## config.mk

```make
export PLATFORM = sky130hd
export DESIGN_NAME = uart_cmd_parser
export DESIGN_NICKNAME = d
export VERILOG_FILES = /design/src/rtl/uart_cmd_pkg.sv /design/src/rtl/timeout_counter.sv /design/src/rtl/uart_cmd_parser.sv
export SDC_FILE = /design/constraint.sdc
export NUM_CORES = 1
export LEC_CHECK = 0
export CAP_MARGIN = 10
export CORE_MARGIN = 2
export CORE_UTILIZATION = 30
export DETAILED_ROUTE_END_ITERATION = 7
export PLACE_DENSITY = 0.53
export SETUP_SLACK_MARGIN = 0.3
export SKIP_LAST_GASP = 1
export SYNTH_ARGS = -nofsm -noshare
export SYNTH_HDL_FRONTEND = slang
export SYNTH_HIERARCHICAL = 1
export SYNTH_SLANG_ARGS = --single-unit
```

## constraint.sdc

```tcl
create_clock -name i_clk -period 7.6 [get_ports i_clk]
set_clock_uncertainty 0.2 [all_clocks]
set_input_delay 0.76 -clock i_clk [delete_from_list [all_inputs] [get_ports i_clk]]
set_output_delay 0.76 -clock i_clk [all_outputs]
set_load 0.01 [all_outputs]
```

## src/rtl/uart_cmd_pkg.sv

```systemverilog
// Shared types and constants for the UART framed-command parser.
package uart_cmd_pkg;

  typedef enum logic [2:0] {
    ST_IDLE,
    ST_CMD,
    ST_AHI,
    ST_ALO,
    ST_LEN,
    ST_DATA,
    ST_CHK,
    ST_FILL
  } state_t;

  typedef enum logic [1:0] {
    ERR_BAD_CMD  = 2'd0,
    ERR_CHECKSUM = 2'd1,
    ERR_TIMEOUT  = 2'd2,
    ERR_OVERRUN  = 2'd3
  } err_code_t;

  localparam logic [7:0] CMD_WRITE    = 8'h01;
  localparam logic [7:0] CMD_FILL     = 8'h02;
  localparam logic [7:0] SYNC_DEFAULT = 8'hA5;

endpackage

```

## src/rtl/timeout_counter.sv

```systemverilog
// Inter-byte watchdog: reloads on load, counts down while run is high.
// expired flags the cycle in which the count would reach zero.
module timeout_counter #(
  parameter int TIMEOUT_CLKS = 2600
) (
  input  logic clk,
  input  logic rst,
  input  logic load,
  input  logic run,
  output logic expired
);

  localparam int CNT_W = $clog2(TIMEOUT_CLKS + 1);

  logic [CNT_W-1:0] count;

  always_ff @(posedge clk or posedge rst) begin
    if (rst) begin
      count <= '0;
    end else if (load) begin
      count <= CNT_W'(TIMEOUT_CLKS);
    end else if (run && count != '0) begin
      count <= count - CNT_W'(1);
    end
  end

  // A load in the same cycle wins over expiry.
  assign expired = run && !load && (count <= CNT_W'(1));

endmodule

```

## src/rtl/uart_cmd_parser.sv

```systemverilog
// Parses SYNC/CMD/ADDR/LEN/payload/CHK packets from the UART receiver and
// issues single-byte writes on a ready/valid port; all outputs registered.
module uart_cmd_parser
  import uart_cmd_pkg::*;
#(
  parameter int         ADDR_W       = 12,
  parameter int         TIMEOUT_CLKS = 2600,
  parameter logic [7:0] SYNC_BYTE    = SYNC_DEFAULT
) (
  input  logic              i_clk,
  input  logic              i_rst,
  input  logic [7:0]        i_rx_data,
  input  logic              i_rx_valid,
  output logic              o_wr_valid,
  output logic [ADDR_W-1:0] o_wr_addr,
  output logic [7:0]        o_wr_data,
  input  logic              i_wr_ready,
  output logic              o_done,
  output logic              o_err,
  output logic [1:0]        o_err_code,
  output logic              o_busy
);

  state_t            state, state_nxt;
  logic              is_fill;
  logic [7:0]        addr_hi;
  logic [7:0]        chk;
  logic [7:0]        fill_data;
  logic [ADDR_W-1:0] addr;
  logic [8:0]        len_cnt;

  logic      done_nxt, err_nxt;
  err_code_t code_nxt;

  logic wr_take, wr_pend, to_run, expired, overrun, rx_ok;
  logic cmd_ok, chk_ok, last_fill, wr_issue, fill_go, fill_step;

  assign wr_take   = o_wr_valid && i_wr_ready;
  assign wr_pend   = o_wr_valid && !i_wr_ready;
  assign to_run    = state inside {ST_CMD, ST_AHI, ST_ALO, ST_LEN, ST_DATA, ST_CHK};
  assign overrun   = i_rx_valid &&
                     ((state == ST_FILL) || (wr_pend && (state == ST_DATA || state == ST_CHK)));
  assign rx_ok     = i_rx_valid && !overrun;
  assign cmd_ok    = (i_rx_data == CMD_WRITE) || (i_rx_data == CMD_FILL);
  assign chk_ok    = (i_rx_data == chk);
  assign last_fill = (state == ST_FILL) && wr_take && (len_cnt == 9'd1);
  assign wr_issue  = rx_ok && (state == ST_DATA) && !is_fill;
  assign fill_go   = rx_ok && (state == ST_CHK) && is_fill && chk_ok;
  assign fill_step = (state == ST_FILL) && wr_take && !i_rx_valid && (len_cnt != 9'd1);

  timeout_counter #(
    .TIMEOUT_CLKS(TIMEOUT_CLKS)
  ) u_timeout (
    .clk    (i_clk),
    .rst    (i_rst),
    .load   (i_rx_valid),
    .run    (to_run),
    .expired(expired)
  );

  always_ff @(posedge i_clk or posedge i_rst) begin
    if (i_rst) state <= ST_IDLE;
    else       state <= state_nxt;
  end

  always_comb begin
    state_nxt = state;
    if (i_rx_valid) begin
      case (state)
        ST_IDLE: if (i_rx_data == SYNC_BYTE) state_nxt = ST_CMD;
        ST_CMD:  state_nxt = cmd_ok ? ST_AHI : ST_IDLE;
        ST_AHI:  state_nxt = ST_ALO;
        ST_ALO:  state_nxt = ST_LEN;
        ST_LEN:  state_nxt = ST_DATA;
        ST_DATA: begin
          if (overrun)                          state_nxt = ST_IDLE;
          else if (is_fill || len_cnt == 9'd1)  state_nxt = ST_CHK;
        end
        ST_CHK:  state_nxt = (!overrun && chk_ok && is_fill) ? ST_FILL : ST_IDLE;
        default: state_nxt = ST_IDLE;
      endcase
    end else if (to_run && expired) begin
      state_nxt = ST_IDLE;
    end else if (last_fill) begin
      state_nxt = ST_IDLE;
    end
  end

  always_comb begin
    done_nxt = 1'b0;
    err_nxt  = 1'b0;
    code_nxt = err_code_t'(o_err_code);
    if (overrun) begin
      err_nxt  = 1'b1;
      code_nxt = ERR_OVERRUN;
    end else if (i_rx_valid) begin
      if (state == ST_CMD && !cmd_ok) begin
        err_nxt  = 1'b1;
        code_nxt = ERR_BAD_CMD;
      end else if (state == ST_CHK) begin
        if (!chk_ok) begin
          err_nxt  = 1'b1;
          code_nxt = ERR_CHECKSUM;
        end else if (!is_fill) begin
          done_nxt = 1'b1;
        end
      end
    end else if (to_run && expired) begin
      err_nxt  = 1'b1;
      code_nxt = ERR_TIMEOUT;
    end else if (last_fill) begin
      done_nxt = 1'b1;
    end
  end

  always_ff @(posedge i_clk or posedge i_rst) begin
    if (i_rst) begin
      o_done     <= 1'b0;
      o_err      <= 1'b0;
      o_err_code <= 2'd0;
      o_busy     <= 1'b0;
    end else begin
      o_done     <= done_nxt;
      o_err      <= err_nxt;
      o_err_code <= code_nxt;
      o_busy     <= (state_nxt != ST_IDLE);
    end
  end

  always_ff @(posedge i_clk or posedge i_rst) begin
    if (i_rst) begin
      is_fill   <= 1'b0;
      addr_hi   <= 8'd0;
      chk       <= 8'd0;
      fill_data <= 8'd0;
      addr      <= '0;
      len_cnt   <= 9'd0;
    end else if (rx_ok) begin
      case (state)
        ST_CMD: begin
          chk     <= i_rx_data;
          is_fill <= (i_rx_data == CMD_FILL);
        end
        ST_AHI: begin
          chk     <= chk ^ i_rx_data;
          addr_hi <= i_rx_data;
        end
        ST_ALO: begin
          chk  <= chk ^ i_rx_data;
          addr <= ADDR_W'({addr_hi, i_rx_data});
        end
        ST_LEN: begin
          chk     <= chk ^ i_rx_data;
          len_cnt <= (i_rx_data == 8'd0) ? 9'd256 : {1'b0, i_rx_data};
        end
        ST_DATA: begin
          chk <= chk ^ i_rx_data;
          if (is_fill) begin
            fill_data <= i_rx_data;
          end else begin
            len_cnt <= len_cnt - 9'd1;
            addr    <= addr + ADDR_W'(1);
          end
        end
        default: ;
      endcase
    end else if (state == ST_FILL && wr_take) begin
      len_cnt <= len_cnt - 9'd1;
    end
  end

  // A new write may replace one being accepted this cycle; otherwise a
  // pending write is held until the handshake, even after an abort.
  always_ff @(posedge i_clk or posedge i_rst) begin
    if (i_rst) begin
      o_wr_valid <= 1'b0;
      o_wr_addr  <= '0;
      o_wr_data  <= 8'd0;
    end else if (wr_issue) begin
      o_wr_valid <= 1'b1;
      o_wr_addr  <= addr;
      o_wr_data  <= i_rx_data;
    end else if (fill_go) begin
      o_wr_valid <= 1'b1;
      o_wr_addr  <= addr;
      o_wr_data  <= fill_data;
    end else if (fill_step) begin
      o_wr_addr  <= o_wr_addr + ADDR_W'(1);
    end else if (wr_take) begin
      o_wr_valid <= 1'b0;
    end
  end

endmodule

```

# [Word-level counts from Yosys, hierarchy flattened]
# Index checks and enable logic that the tools add are counted.
[totals] latchBits=0 ramBits=0 in_bits=12 memories=0 out_inout_bits=26 register_bits=83 rom_bits=0
[classes] n_eq_ne=19 n_bitwise=1 shifts=0 add_sub_neg=4 magnitude_cmp=1 n_div=0 reduce_logical=52 n_mul=0 n_mux=48
[op_table] cell="two-way mux 12 bit" count=6
[op_table] cell="two-way mux 9 bit" count=4
[op_table] cell="adder 12 x 1 -> 12 bit (second input constant)" count=2
[op_table] cell="case mux 12 bit (2 select lines)" count=1
[op_table] cell="logical AND 1 bit" count=21
[op_table] cell="two-way mux 3 bit" count=7
[op_table] cell="case mux 3 bit (7 select lines)" count=1
[op_table] cell="two-way mux 1 bit" count=18
[op_table] cell="case mux 9 bit (2 select lines)" count=1
[op_table] cell="two-way mux 8 bit" count=2
[op_table] cell="case mux 8 bit (2 select lines)" count=1
[op_table] cell="two-way mux 2 bit" count=7
[op_table] cell="== test 3 bit (second input constant)" count=4
[op_table] cell="<= comparator 12 x 1 -> 1 bit (second input constant)" count=1
[op_table] cell="AND reduction 3 bit" count=4
[op_table] cell="nonzero test 12 bit" count=1
[op_table] cell="nonzero test 3 bit" count=4
[op_table] cell="subtractor 12 x 1 -> 12 bit (second input constant)" count=1
[op_table] cell="nonzero test 2 bit" count=5
[op_table] cell="== test 9 x 1 -> 1 bit (second input constant)" count=1
[op_table] cell="inequality test 9 x 1 -> 1 bit (second input constant)" count=1
[op_table] cell="subtractor 9 x 1 -> 9 bit (second input constant)" count=1
[op_table] cell="== test 8 x 1 -> 1 bit (second input constant)" count=1
[op_table] cell="== test 8 x 2 -> 1 bit (second input constant)" count=1
[op_table] cell="other kinds (17)" count=29

# [Longest topological paths before layout]
[depth] word_depth=12 depth_mapped=11 depth_no_buf=10

# [By module]
# The synthesis kept the hierarchy.
[by_module_without_submodules] module="uart_cmd_parser" cells_each=460 n_inst=1 area_each_um2=4119.0
[by_module_without_submodules] module="timeout_counter" cells_each=77 n_inst=1 area_each_um2=735.7

# [Worst setup path before layout]
# Ideal clock, no wire load.
[synth_timing] path_type="flip-flop to flip-flop" from="register u_timeout.count[2]" to="register o_busy" synth_period_minus_slack_ns=2.782 arrival_ns=2.449 path_buffers=0 required_ns=7.267 path_slack_ns=4.818 setup_time_ns=0.133 path_stages_with_launch=9 cell_sequence="dfrtp_1 > or4_4 > or2_2 > nor4_1 > a31oi_4 > a21boi_2 > o2bb2ai_1 > o21bai_1 > nand4bb_1"
[synth_via] elab_chain_cells=6
[synth_rtl] item="start, declared" line="timeout_counter.sv:15" rtl="logic [CNT_W-1:0] count;"
[synth_rtl] item="start signal, assigned" line="timeout_counter.sv:21" rtl="count <= CNT_W'(TIMEOUT_CLKS);"
[synth_rtl] item="start signal, assigned" line="timeout_counter.sv:23" rtl="count <= count - CNT_W'(1);"
[synth_rtl] item="<= comparator 12 x 1 -> 1 bit" line="timeout_counter.sv:28" rtl="assign expired = run && !load && (count <= CNT_W'(1));"
[synth_rtl] item="logical AND 1 bit" line="timeout_counter.sv:28"
[synth_rtl] item="net expired" line="uart_cmd_parser.sv:35" rtl="logic wr_take, wr_pend, to_run, expired, overrun, rx_ok;"
[synth_rtl] item="logical AND 1 bit" line="uart_cmd_parser.sv:82" rtl="end else if (to_run && expired) begin"
[synth_rtl] item="two-way mux 3 bit" line="uart_cmd_parser.sv:82"
[synth_rtl] item="two-way mux 3 bit" line="uart_cmd_parser.sv:68" rtl="if (i_rx_valid) begin"
[synth_rtl] item="net state_nxt[0]" line="uart_cmd_parser.sv:24" rtl="state_t state, state_nxt;"
[synth_rtl] item="nonzero test 3 bit" line="uart_cmd_parser.sv:126" rtl="o_busy <= (state_nxt != ST_IDLE);"
[synth_rtl] item="end signal, assigned" line="uart_cmd_parser.sv:126"
[synth_rtl] item="end, declared" line="uart_cmd_parser.sv:21" rtl="output logic o_busy"
# The timed path passes the listed nets, and every way through them passes these cells.
# A chain may end at the register's enable or synchronous reset.

# [Worst setup path after layout]
[layout_timing] from="register state[0]" to="register addr[2]"
[layout_via] elab_chain_cells=8
[layout_rtl] item="start, declared" line="uart_cmd_parser.sv:24"
[layout_rtl] item="start signal, assigned" line="uart_cmd_parser.sv:63" rtl="else state <= state_nxt;"
[layout_rtl] item="== test 3 bit (on tied branches)" line="uart_cmd_parser.sv:42, uart_cmd_parser.sv:139"
[layout_rtl] item="logical OR 1 bit" line="uart_cmd_parser.sv:42" rtl="((state == ST_FILL) || (wr_pend && (state == ST_DATA || state == ST_CHK)));"
[layout_rtl] item="logical AND 1 bit" line="uart_cmd_parser.sv:42"
[layout_rtl] item="logical OR 1 bit" line="uart_cmd_parser.sv:42"
[layout_rtl] item="logical AND 1 bit" line="uart_cmd_parser.sv:41" rtl="assign overrun = i_rx_valid &&"
[layout_rtl] item="zero test 1 bit" line="uart_cmd_parser.sv:43" rtl="assign rx_ok = i_rx_valid && !overrun;"
[layout_rtl] item="logical AND 1 bit" line="uart_cmd_parser.sv:43"
[layout_rtl] item="AND reduction 3 bit (no line)"
[layout_rtl] item="end signal, assigned" line="uart_cmd_parser.sv:150" rtl="addr <= ADDR_W'({addr_hi, i_rx_data});"
[layout_rtl] item="end signal, assigned" line="uart_cmd_parser.sv:162" rtl="addr <= addr + ADDR_W'(1);"
[layout_rtl] item="end, declared" line="uart_cmd_parser.sv:29" rtl="logic [ADDR_W-1:0] addr;"
# Parallel ways exist; a longest one is shown, timed or not.

==> results.toml <==
[status]
status = "finished, final reports clean"

[floorplan]
die_area_sq_um = 17220
core_sq_um = 15830
num_rows = 46
start_util_pct = 30.67
die_h_microns = 131.2
fp.dieW_microns = 131.2
num_io_pins = 38

[grt]
grt_pass1_wl_microns = 19790
grt_pass1_vias = 3705
track_usage_pct = 14.09
antenna_found_initial = 0
use_met3_pct = 3.241
grt_max_degree = 72
grtUsageMet1_pct = 20.64
grt_remaining_overflow = 0
use_met2_pct = 20.61
grt_busiest_layer = "met1"

[placed_design]
dp_cells = 759
portBuffers = 37
gp_congestion = 0.8281
dp_hpwl_microns = 8138

[layout]
diodes = 0
final_nets = 573
instances_no_fill = 775
syn2layout_area_growth_pct = 17.01
drive_gt1_share_pct = 9.302

[routing]
drt-total-wl_microns = 11980
remaining_drc_errors = 0
ant_nets = 0
wire_per_inst_microns = 15.45
routed_via_density = 5.245
drtIter0Drc = 239
via_count = 4065
first_pass_iters = 5

[worst_setup_path]
crit_family = "simple AND/OR/NAND/NOR gates"
criticalPathCategory = "flop to flop"
cp-start-kind = "flop"
cp.required_ns = 7.66
crit_cells = 5
path_max_fanout = 24
reg2reg_depth = 5
path_cells = "and3b_1 -> nand3_1 -> o21ai_2 -> o21ai_0 -> a22oi_1"
end_kind = "flop"
r2r_slack_ns = 4.08
slowest_stage = "nand3_1"
reg2reg_to = "addr[2]$_DFFE_PP0P_"
cpPeakStageDelay_ns = 0.77
path_buf_inv = 0
reg2reg_from = "state[0]$_DFF_PP0_"
worstPathArrival_ns = 3.58

[power]
p_leak_uw = 0.002364
powerDensity_nw_per_um2 = 178.5
peakVddDrop_v = 0.0001223

[sta]
worst_pin_slew_ns = 1.192
layout_min_cycle_time_ns = 3.521
hold_viol_final = 0
slew_headroom_pct = 19.94
setup_viol = 0
maxSlewViolCount = 0
tns_ns = 0
period_share_pct = 46.33
rsz0062_at_grt = "no"
fmax_mhz = 284.0

[worst_hold_path]
hold_depth = 2
hold_class = "flop to flop"
min_to = "len_cnt[3]$_DFFE_PP0P_"
hp-start = "len_cnt[3]$_DFFE_PP0P_"

[synth]
synth_nets = 556
synth_top_area_cell = "dfrtp_1"
synth_ff_type = "dfrtp_1"
ys_seq_area_share_pct = 42.78
yosysUniqueCellTypes = 67
synth-edff-count = 0
yosysWarnings = 6
synthesis.area_sq_um = 4855
ys_ff_latch = 83
synth_top_cells_by_area = "dfrtp_1, a21oi_1, nor2_1"
postSynthAreaPerCell_sq_um = 9.040
yosysTopAreaCellShare_pct = 42.78
ys_async_sr_fraction_pct = 100.0
synth_cells = 537

[clock_tree]
cts_resized = 0
insertion_delay_ns = 0.35
htree_levels = 3
cts_made_buffers = 9
cts_tree = "yes"
post-cts-setup-buffers = 0
cts_max_path_buffers = 2
hold_buffers = 0
cts.sinks = 83
root_buffer = "clkbuf_16"
clkTransAtPathRegs_ns = 0.06

[job]
max_cap_viol_count = 0
-- Yosys cell counts, drive strengths merged (10+ instances only) --
library cell	count
dfrtp	83
clkbuf	10
nor4	10
and3	10
xor2	14
a21oi	66
nand2	42
nor3	13
mux2i	11
nor2	58
or3	11
inv	11
mux2	14
o21ai	41
buf	23
nand3	23
-- registers in the layout (all words and copies together), names as in the netlist --
name and count:
o_err_code 2, o_wr_valid 1, len_cnt 9, state 3, o_done 1, u_timeout/count 12, fill_data 8, o_wr_data 8
chk 8, addr 12, o_err 1, o_wr_addr 12, is_fill 1, addr_hi 4, o_busy 1
-- tightest hold or removal path: stages, from the launching register on --
cell	delay [ns]
dfrtp_1	0.34
nand2_1	0.05
o21ai_0	0.06
-- layout make-up --
cell class	count	area (sq um)
Fill cell	1604	10150
Timing Repair Buffer	39	385.4
Clock buffer	9	225.2
Sequential cell	83	2077
Inverter	11	41.29
Tap cell	216	270.3
Multi-Input combinational cell	410	2565
Clock inverter	7	116.4
-- kinds of logic after synthesis --
kind of cell             after synthesis  share of synthesized area, %
AND/OR/NAND/NOR                      201                         21.52
AO/OA/AOI/OAI                        160                         20.77
flip-flops                            83                         42.78
buffers and inverters                 44                         4.382
multiplexers                          25                         5.516
XOR/XNOR                              17                         3.222
adder cells (fa/ha/maj)                7                         1.804
-- worst max path at each step --
stage,slack [ns],from,end
2_1_floorplan,4.82,u_timeout/count[2]$_DFFE_PP0P_,o_busy$_DFF_PP0_
5_1_grt,3.67,state[0]$_DFF_PP0_,addr[2]$_DFFE_PP0P_
6_report,4.08,state[0]$_DFF_PP0_,addr[2]$_DFFE_PP0P_
3_5_place_dp,3.92,i_rx_valid,addr[2]$_DFFE_PP0P_
4_1_cts,4.13,state[0]$_DFF_PP0_,addr[2]$_DFFE_PP0P_
3_3_place_gp,4.02,i_rx_valid,addr[2]$_DFFE_PP0P_
-- cells in the final DEF, fill, tap and decap left out, drive strengths merged, types with 6 or more instances in the layout --
cell type      instances
a31oi                  6
xor2                  14
nor2                  58
nand2                 42
nor4                  10
o21ai                 41
clkbuf                 9
inv                   11
clkdlybuf4s50         37
ha                     7
nor3                  13
nor2b                  6
dfrtp                 83
mux2                  14
nand3                 23
nand4                  8
or3                   11
mux2i                 11
and3                  10
a21oi                 66
-- report_power, final --
part           total (uW)  switching [uW]  internal, uW
clock                 504             184           320
sequential            452            4.76           447
combinational        57.9            37.4          20.5
total                1010             226           788
-- metal layers --
metal  vias up  wire [microns]
li1       1992               -
met1      1982            6259
met2        82            5127
met3         9             440
met4         0             148
met5         -               0
-- stage by stage --
step	worst slack, ns	utilization (%)	power (uW)	instance area [sq um]	hold WS (ns)
finish	4.079	35.89	1014	5680	0.2883
global route	3.666	35.89	1050	5680	0.3324
CTS	4.128	35.89	1027	5680	0.2908
detailed placement	3.924	33.73	518.9	5339	0.2753
global placement	4.025	33.73	518.0	5339	0.2712
floorplan	4.818	-	498.3	4855	0.2496
(Power assumes the default switching activity.)
